### src/rtl/lcm_engine.sv
// lcm_engine: multi-cycle start/done engine returning GCD and LCM of two unsigned operands.
// Flow: binary (Stein) GCD reduction, restore the common power of two, divide a by g
// (restoring division), then multiply the quotient by b (shift-add).
module lcm_engine #(
  parameter int unsigned WIDTH = 8
) (
  input  logic                 clk,
  input  logic                 reset,
  input  logic                 start,
  input  logic [WIDTH-1:0]     a,
  input  logic [WIDTH-1:0]     b,
  output logic                 ready,
  output logic                 done,
  output logic [WIDTH-1:0]     gcd,
  output logic [2*WIDTH-1:0]   lcm
);

  localparam int unsigned CntW = $clog2(WIDTH + 1);

  typedef enum logic [2:0] {
    StIdle,
    StReduce,
    StRestore,
    StDiv,
    StMul,
    StDone
  } state_e;

  state_e state_q, state_d;

  // Latched operands; rb doubles as the multiplier shift register during MUL.
  logic [WIDTH-1:0]   ra_q, ra_d;
  logic [WIDTH-1:0]   rb_q, rb_d;
  // Stein working pair and count of shared factors of two.
  logic [WIDTH-1:0]   u_q, u_d;
  logic [WIDTH-1:0]   v_q, v_d;
  logic [CntW-1:0]    k_q, k_d;
  // Restored GCD, also the divisor.
  logic [WIDTH-1:0]   g_q, g_d;
  // Divider: partial remainder, and dividend shifting out MSB-first while quotient shifts in.
  logic [WIDTH-1:0]   rem_q, rem_d;
  logic [WIDTH-1:0]   quo_q, quo_d;
  // Shared iteration counter for DIV and MUL.
  logic [CntW-1:0]    cnt_q, cnt_d;
  // Multiplier: shifting multiplicand and accumulating product.
  logic [2*WIDTH-1:0] mcand_q, mcand_d;
  logic [2*WIDTH-1:0] prod_q, prod_d;
  // Result registers.
  logic [WIDTH-1:0]   gcd_q, gcd_d;
  logic [2*WIDTH-1:0] lcm_q, lcm_d;

  // Datapath step values, computed unconditionally and selected by the FSM.
  logic [WIDTH-1:0]   red_u, red_v;
  logic [CntW-1:0]    red_k;
  logic [WIDTH:0]     div_trial;
  logic [WIDTH-1:0]   div_rem, div_quo;
  logic [2*WIDTH-1:0] mul_prod;

  assign ready = (state_q == StIdle);
  assign done  = (state_q == StDone);
  assign gcd   = gcd_q;
  assign lcm   = lcm_q;

  // One Stein reduction step on the working pair.
  always_comb begin
    red_u = u_q;
    red_v = v_q;
    red_k = k_q;
    unique case ({u_q[0], v_q[0]})
      2'b00: begin
        red_u = u_q >> 1;
        red_v = v_q >> 1;
        red_k = k_q + CntW'(1);
      end
      2'b10: red_v = v_q >> 1;
      2'b01: red_u = u_q >> 1;
      2'b11: begin
        if (u_q > v_q) begin
          red_u = (u_q - v_q) >> 1;
        end else begin
          red_v = (v_q - u_q) >> 1;
        end
      end
      default: ;
    endcase
  end

  // One restoring-division step: bring down the next dividend bit and try to subtract g.
  always_comb begin
    div_trial = {rem_q, quo_q[WIDTH-1]} - {1'b0, g_q};
    if (!div_trial[WIDTH]) begin
      div_rem = div_trial[WIDTH-1:0];
      div_quo = {quo_q[WIDTH-2:0], 1'b1};
    end else begin
      div_rem = {rem_q[WIDTH-2:0], quo_q[WIDTH-1]};
      div_quo = {quo_q[WIDTH-2:0], 1'b0};
    end
  end

  // One shift-add multiplication step, consuming the multiplier LSB-first.
  always_comb begin
    mul_prod = prod_q + (rb_q[0] ? mcand_q : '0);
  end

  // Next-state and register-load control.
  always_comb begin
    state_d = state_q;
    ra_d    = ra_q;
    rb_d    = rb_q;
    u_d     = u_q;
    v_d     = v_q;
    k_d     = k_q;
    g_d     = g_q;
    rem_d   = rem_q;
    quo_d   = quo_q;
    cnt_d   = cnt_q;
    mcand_d = mcand_q;
    prod_d  = prod_q;
    gcd_d   = gcd_q;
    lcm_d   = lcm_q;

    unique case (state_q)
      StIdle: begin
        if (start) begin
          ra_d = a;
          rb_d = b;
          u_d  = a;
          v_d  = b;
          k_d  = '0;
          if ((a == '0) || (b == '0)) begin
            // Results are loaded here so they are already valid during the DONE cycle.
            gcd_d   = a | b;
            lcm_d   = '0;
            state_d = StDone;
          end else begin
            state_d = StReduce;
          end
        end
      end

      StReduce: begin
        if (u_q == v_q) begin
          state_d = StRestore;
        end else begin
          u_d = red_u;
          v_d = red_v;
          k_d = red_k;
        end
      end

      StRestore: begin
        g_d     = u_q << k_q;
        rem_d   = '0;
        quo_d   = ra_q;
        cnt_d   = CntW'(WIDTH);
        state_d = StDiv;
      end

      StDiv: begin
        rem_d = div_rem;
        quo_d = div_quo;
        cnt_d = cnt_q - CntW'(1);
        if (cnt_q == CntW'(1)) begin
          // Remainder is zero by construction; the quotient seeds the multiplier.
          mcand_d = {{WIDTH{1'b0}}, div_quo};
          prod_d  = '0;
          cnt_d   = CntW'(WIDTH);
          state_d = StMul;
        end
      end

      StMul: begin
        prod_d  = mul_prod;
        mcand_d = mcand_q << 1;
        rb_d    = rb_q >> 1;
        cnt_d   = cnt_q - CntW'(1);
        if (cnt_q == CntW'(1)) begin
          gcd_d   = g_q;
          lcm_d   = mul_prod;
          state_d = StDone;
        end
      end

      StDone: begin
        state_d = StIdle;
      end

      default: state_d = StIdle;
    endcase
  end

  // State and datapath registers with synchronous clear; reset aborts any operation.
  always_ff @(posedge clk) begin
    if (reset) begin
      state_q <= StIdle;
      ra_q    <= '0;
      rb_q    <= '0;
      u_q     <= '0;
      v_q     <= '0;
      k_q     <= '0;
      g_q     <= '0;
      rem_q   <= '0;
      quo_q   <= '0;
      cnt_q   <= '0;
      mcand_q <= '0;
      prod_q  <= '0;
      gcd_q   <= '0;
      lcm_q   <= '0;
    end else begin
      state_q <= state_d;
      ra_q    <= ra_d;
      rb_q    <= rb_d;
      u_q     <= u_d;
      v_q     <= v_d;
      k_q     <= k_d;
      g_q     <= g_d;
      rem_q   <= rem_d;
      quo_q   <= quo_d;
      cnt_q   <= cnt_d;
      mcand_q <= mcand_d;
      prod_q  <= prod_d;
      gcd_q   <= gcd_d;
      lcm_q   <= lcm_d;
    end
  end

endmodule

### config.mk
export PLATFORM = sky130hd
export DESIGN_NAME = lcm_engine
export DESIGN_NICKNAME = d
export VERILOG_FILES = /design/src/rtl/lcm_engine.sv
export SDC_FILE = /design/constraint.sdc
export NUM_CORES = 1
export LEC_CHECK = 0
export ABC_AREA = 1
export CORE_MARGIN = 2
export CORE_UTILIZATION = 29
export CTS_CLUSTER_SIZE = 25
export DETAILED_ROUTE_END_ITERATION = 12
export GPL_ROUTABILITY_DRIVEN = 0
export MAX_ROUTING_LAYER = met4
export PLACE_DENSITY_LB_ADDON = 0.15
export SKIP_CTS_REPAIR_TIMING = 1
export SLEW_MARGIN = 5
export SYNTH_ARGS = -nofsm -noshare
export SYNTH_HDL_FRONTEND = slang
export SYNTH_SLANG_ARGS = --single-unit
### constraint.sdc
create_clock -name clk -period 6.7 [get_ports clk]
set_input_delay 1.34 -clock clk [delete_from_list [all_inputs] [get_ports clk]]
set_output_delay 1.34 -clock clk [all_outputs]
set_load 0.005 [all_outputs]
# Yosys cells after proc, flatten, opt, wreduce, memory -nomap -nowiden
# Index checks and enable logic that the tools add are counted.
# op_classes
addsub	6
n_lt_le_gt_ge	1
n_eq_ne	21
shift	1
muxes	40
n_bitwise	1
n_reduce_logical	20
# ops
cell	n
8-bit case mux with 2 select lines	8
16-bit two-way mux	6
16-bit case mux with 2 select lines	3
8-bit two-way mux	10
16-bit adder	1
8-bit zero test	2
4-bit two-way mux	4
8-bit subtractor	2
3-bit two-way mux	5
3-bit case mux with 5 select lines	1
4-bit case mux with 3 select lines	1
4-bit AND reduction	3
2-bit inequality test (second input constant)	5
5-bit AND reduction	2
9-bit by 8-bit subtractor with 9-bit output	1
8-bit == test	1
8-bit > comparator	1
8-bit bitwise OR	1
4-bit case mux with 2 select lines	1
2-bit nonzero test	4
8-bit by 4-bit left shift with 8-bit output	1
3-bit by 2-bit == test with 1-bit output (second input constant)	2
3-bit == test (second input constant)	2
3-bit by 2-bit inequality test with 1-bit output (second input constant)	2
other kinds (15)	21
# totals
reg_bits	123
in_bits	19
out_inout_bits	26
wordCells	104

# Longest topological paths before layout
# Gate-level depths: netlist of run 1.
# depth
depth_word	5
depth_mapped	17
mapped_depth_nobuf	16

# Worst setup path after synthesis of run 1
# OpenSTA, ideal clock, no wires.
# synth_path
path_kind	input to register
from	in reset
to	reg state_q[0]
t_arrival_ns	2.316
t_required_ns	6.641
slack_ns	4.325
path_stages	5
n_path_buf	3
path_cell_list	clkbuf_1 inv_1 clkbuf_1 clkbuf_1 o211a_1
# synth_rtl
item	line_no	text
start, declared	8	input logic reset,
end signal, assigned	195	state_q <= StIdle;
end signal, assigned	210	state_q <= state_d;
end, declared	29	state_e state_q, state_d;
# No word-level cell between the ends.

# Worst setup path in the final report of run 1
# layout_path
from	reg state_q[2]
to	out done
# layout_via
elab_chain_cells	1
# layout_rtl
item	line_no	text
3-bit == test	60	assign done = (state_q == StDone);
end, declared	13	output logic done,
# Every way passes these cells.

==> metrics.yaml, run 1 <==
cts_made_buffers: 17
finalHoldViolCount: 0
dpl.hpwl_um: 16800
grt_overflow: 0
wirelength_um: 23300
critical_path.endpoint_type: "output port"
drt-initial-drc-count: 571
syn_avg_cell_area_sq_um: 6.55
ios: 45
ir_drop_v: 0.000147
crit_chain: "inv_2 -> nor3_1 -> clkdlybuf4s50_1"
path_clk_slew_ns: 0.06
cts_tree: "done"
synthFlopType: "dfxtp_1"
final_cell_mix: "288 x nand2_1, 135 x inv_1, 123 x dfxtp_1"
regArea_sq_mm: 0.00246
final.period_utilization: 0.493
drv_slew: 0
synth_warnings: 0
viasPerCell: 4.85
reg2reg_depth: 6
synth.distinct_cells: 46
cp.arrival_ns: 1.96
initial_core_util: 0.297
crit_slowest_cell: "clkdlybuf4s50_1"
whs_ns: 0.465
portBuffers: 44
final_common_cell: "nand2_1"
status: "completed"
critPathBufInv: 2
cts-root-buf: "clkbuf_16"
final_cells: 1508
dieArea_sq_mm: 0.0271
first_pass_iters: 5
drc: 0
insertion_delay_ns: 0.42
worstHoldPathType: "flop to flop"
post-route-util: 0.348
synthArstFlopShare: 0
wl_per_cell_um: 15.4
ys_seq_area_frac: 0.329
relSlewSlack: 0.289
synth_cells: 1143
die_x_um: 165
grt_max_degree: 69
max_clock_freq_mhz: 303
n_fill_cell: 2783
dpl.cell_count: 1476
syn_to_final_growth_pct: 17.3
htreeDepth: 4
start_kind: "flop"
critical_path_depth: 3
ys_ff_latch: 123
min_period_ns: 3.30
max_cap_violations: 0
fin_nets: 1230
tightest_slew_ns: 1.06
via_count: 7308
tns_ns: 0
design.core.area_sq_mm: 0.0253
syn_area_sq_mm: 0.00749
fp-row-count: 58
antenna_found_initial: 0
slowest_delay_ns: 0.60
grt_pass1_wl_um: 37500
synth_edf_count: 0
diodes: 0
die_h_um: 165
p_leak_nw: 3.92
clock_path_buffers: 2
postRouteAntennaNets: 0
cp_max_fo: 4
skew_ns: 0.0118
regToRegSetupSlack_ns: 3.63
required_ns: 5.36
timing.final.ws_setup_ns: 3.40
syn_nets: 1208
finalSetupViolations: 0
multiInputGateArea_sq_mm: 0.00428
grt.total_usage: 0.183
clock_sinks: 123
critical_path_class: "flop to output port"
holdPathStages: 2
critPathTopFamily: "buffers and inverters"
grt_pass1_vias: 6771
powerDensity_mw_per_mm2: 324
rsz0062_at_grt: "no"
drive_gt1_frac: 0.0518
dpl_worst_slack_ns: 3.27
-- worst reg2reg max path, stage by stage, from the launching register on --
cell and delay, ns:
dfxtp_1 0.50, nor2_2 0.08, nand2_2 0.60, inv_2 0.55, nor2_2 0.97, nand2_1 0.15
a21oi_1 0.16
-- logic make-up (layout without fill, tap and decap cells) --
family	count (synthesis)	count (layout)	share of synthesized area
muxes	1	1	0.00134
adders and majority gates	46	46	0.0789
AOI/OAI and AO/OA	257	257	0.190
and+or+nand+nor	520	520	0.294
buffers and inverters	190	225	0.100
DFF	123	123	0.329
xor gates and xnor gates	6	6	0.00702
-- power by group --
part	internal (W)	leakage (nW)	switching (W)
Combinational	0.000314	2.61	0.000633
Clock	0.000634	0.311	0.000369
Sequential	0.000809	1.00	0.0000848
Total	0.00176	3.92	0.00109
-- state kept, by name (all words and copies together) (netlist names) --
name	flops
g_q	8
state_q	3
gcd	8
v_q	8
lcm	16
rem_q	8
rb_q	8
quo_q	8
u_q	8
ra_q	8
mcand_q	16
cnt_q	4
prod_q	16
k_q	4
-- metrics by stage --
step	area, sq um	total power (W)
after floorplan	7490	0.00159
after global placement	8150	0.00185
after detailed placement	8150	0.00184
after CTS	8780	0.00285
after global routing	8780	0.00305
final	8780	0.00284
-- layout make-up --
cell class	instances	share of cell area
flip-flops and latches	123	0.280
well taps	330	0.0470
repair buffers	46	0.0513
clock buffers	18	0.0500
inverters	147	0.0628
multi-input cells	830	0.487
clock inverters	14	0.0218
-- cell usage after synthesis, types with 4 or more instances --
cell      instances  area [sq um]
a21boi_0          5          37.5
a21oi_1         121           606
a22oi_1           4          30.0
a31oi_1           4          25.0
buf_2            13          65.1
clkbuf_1         26          97.6
dfxtp_1         123          2460
ha_1             44           551
inv_1           136           510
inv_2             9          33.8
nand2_1         288          1080
nand3_1          74           370
nand3b_1          7          52.6
nand4_1           4          25.0
nor2_1          110           413
nor3_1           17          85.1
nor4_1            4          25.0
o21ai_0          80           400
o21ai_1          10          50.1
o21bai_1         10          75.1
o221ai_1          7          61.3
-- worst paths after layout --
path / start / endpoint
max: state_q[2] / done
min: mcand_q[15] / mcand_q[15]
max reg2reg: state_q[1] / mcand_q[13]
min reg2reg: mcand_q[15] / mcand_q[15]
-- routing by layer --
layer | routed length (um) | GRT usage
met3 | 723 | 0.0264
met5 | 0 | -
met1 | 12200 | 0.257
met4 | 314 | 0.0526
met2 | 10000 | 0.272
No activity file was read; power rests on OpenSTA's default activity.
==> run 2, diff against run 1 <==
==> constraint.sdc (replaced) <==
create_clock -name clk -period 3.1 [get_ports clk]
set_input_delay 0.62 -clock clk [delete_from_list [all_inputs] [get_ports clk]]
set_output_delay 0.62 -clock clk [all_outputs]
set_load 0.005 [all_outputs]
==> run 2 against run 1 <==
  * Flip-flop and latch count unchanged
  * Cell count increased by 0.73%
  * Clock skew rose by 0.0028 ns
  * Register-to-register slack got worse by 3.0 ns
  * Die area stayed put
  * Non-clock buffer count up 11
  * Count of clock-buffer cells in the layout grew 1
  * Via count decreased by 1.2%
  * Cell area grew 0.26%
  * Clock power increased by 96%
  * Routed wire length is 1.5% higher
  * First-iteration DRC count down 10%
  * Largest power group is now combinational logic
==> metrics.yaml, run 2 (synthesis results as in run 1) <==
syn_to_final_growth_pct: 17.6
final_common_cell: "nand2_1"
tns_ns: 0
p_seq_frac: 0.322
drc: 0
rsz0062_at_grt: "no"
critPathBufInv: 2
grt_pass1_vias: 6873
drt-initial-drc-count: 513
worstHoldPathType: "flop to flop"
critical_path_class: "flop to output port"
htreeDepth: 4
antenna_found_initial: 0
fp-row-count: 58
powerDensity_mw_per_mm2: 678
clock_sinks: 123
relSlewSlack: 0.541
skew_ns: 0.0146
max_cap_violations: 0
cts_made_buffers: 17
critPathTopFamily: "buffers and inverters"
viasPerCell: 4.75
dpl.hpwl_um: 17400
switching_power_w: 0.00238
grt_pass1_wl_um: 37900
grt_max_degree: 55
finalSetupViolations: 0
ios: 45
insertion_delay_ns: 0.43
ir_drop_v: 0.000318
cp.arrival_ns: 2.02
n_fill_cell: 2752
cts-root-buf: "clkbuf_16"
wl_per_cell_um: 15.5
slowest_delay_ns: 0.60
final.period_utilization: 0.851
required_ns: 2.48
via_count: 7220
diodes: 0
design.core.area_sq_mm: 0.0253
final_cell_mix: "288 x nand2_1, 135 x inv_1, 123 x dfxtp_1"
finalHoldViolCount: 0
drive_gt1_frac: 0.0606
max_clock_freq_mhz: 379
grt_overflow: 0
min_period_ns: 2.64
die_x_um: 165
portBuffers: 44
path_clk_slew_ns: 0.06
drv_slew: 0
dieArea_sq_mm: 0.0271
internal_power_w: 0.00359
first_pass_iters: 5
clock_path_buffers: 2
fin_nets: 1241
critical_path.endpoint_type: "output port"
power.share.clock: 0.329
wirelength_um: 23600
start_kind: "flop"
whs_ns: 0.460
crit_slowest_cell: "clkdlybuf4s50_1"
grt.total_usage: 0.186
pwr-share-comb: 0.349
die_h_um: 165
postRouteAntennaNets: 0
cts_tree: "done"
tightest_slew_ns: 0.688
switching_share: 0.399
cp_max_fo: 4
initial_core_util: 0.297
crit_chain: "inv_2 -> nor3_1 -> clkdlybuf4s50_1"
p_leak_nw: 3.93
status: "completed"
run 2: changes by cell type in the layout (fill, tap and decap cells not counted):
cell	delta
inv_6	-1
clkbuf_8	+1
buf_4	+11
bufinv_16	-3
clkinvlp_4	+4
clkinv_2	-1
run 2: cell type report:
type | instances | area (sq um) | share of cell area
multi-input combinational | 830 | 4280 | 0.486
sequential | 123 | 2460 | 0.280
inverter | 147 | 552 | 0.0627
timing repair buffer | 57 | 533 | 0.0605
clock buffer | 19 | 453 | 0.0514
tap | 330 | 413 | 0.0469
clock inverter | 13 | 118 | 0.0134
run 2: worst paths after layout:
| path | startpoint | end | slack [ns] | cells past startpoint |
|---|---|---|---|---|
| worst max-delay path | state_q[2] | done | 0.46 | 3 |
| worst min-delay path | rb_q[7] | rb_q[7] | 0.46 | 2 |
| worst max register to register | u_q[3] | u_q[7] | 0.64 | 15 |
| worst min register to register | rb_q[7] | rb_q[7] | 0.46 | 2 |
run 2: per-stage QoR:
step	instances	area, sq um	power [W]	worst slack (ns)	utilization
2_1_floorplan	1143	7490	0.00345	0.987	-
5_1_grt	1519	8810	0.00641	0.388	0.349
6_report	1519	8810	0.00597	0.462	0.349
4_1_cts	1519	8810	0.00601	0.448	0.349
3_3_place_gp	1487	8240	0.00404	0.424	0.326
3_5_place_dp	1487	8240	0.00403	0.423	0.326
run 2: power by group through the flow:
| stage | combinational (W) | clock, W | sequential, W |
|---|---|---|---|
| after floorplan | 0.00157 | 0 | 0.00188 |
| after global placement | 0.00208 | 0 | 0.00195 |
| after detailed placement | 0.00208 | 0 | 0.00195 |
| after CTS | 0.00209 | 0.00200 | 0.00192 |
| after global routing | 0.00240 | 0.00207 | 0.00194 |
| final | 0.00209 | 0.00196 | 0.00192 |
run 2: worst min-delay path, cell delays in order, from the launching register on:
cell,delay (ns)
dfxtp_1,0.31
nand2_1,0.06
a21oi_1,0.05
run 2: layer usage:
| layer | vias up | share of wire | global-route usage |
|---|---|---|---|
| met5 | - | 0 | - |
| li1 | 3804 | - | - |
| met1 | 3291 | 0.52 | 0.265 |
| met2 | 106 | 0.43 | 0.274 |
| met4 | 0 | 0.014 | 0.0486 |
| met3 | 19 | 0.029 | 0.0291 |
==> run 3, diff against run 2 <==
--- a/config.mk
+++ b/config.mk
@@ -14,7 +14,6 @@
 export MAX_ROUTING_LAYER = met4
 export PLACE_DENSITY_LB_ADDON = 0.15
 export SKIP_CTS_REPAIR_TIMING = 1
-export SLEW_MARGIN = 5
 export SYNTH_ARGS = -nofsm -noshare
 export SYNTH_HDL_FRONTEND = slang
 export SYNTH_SLANG_ARGS = --single-unit
==> results of run 3 <==
Same layout as run 2: the final DEF is identical, and so are final timing and power.
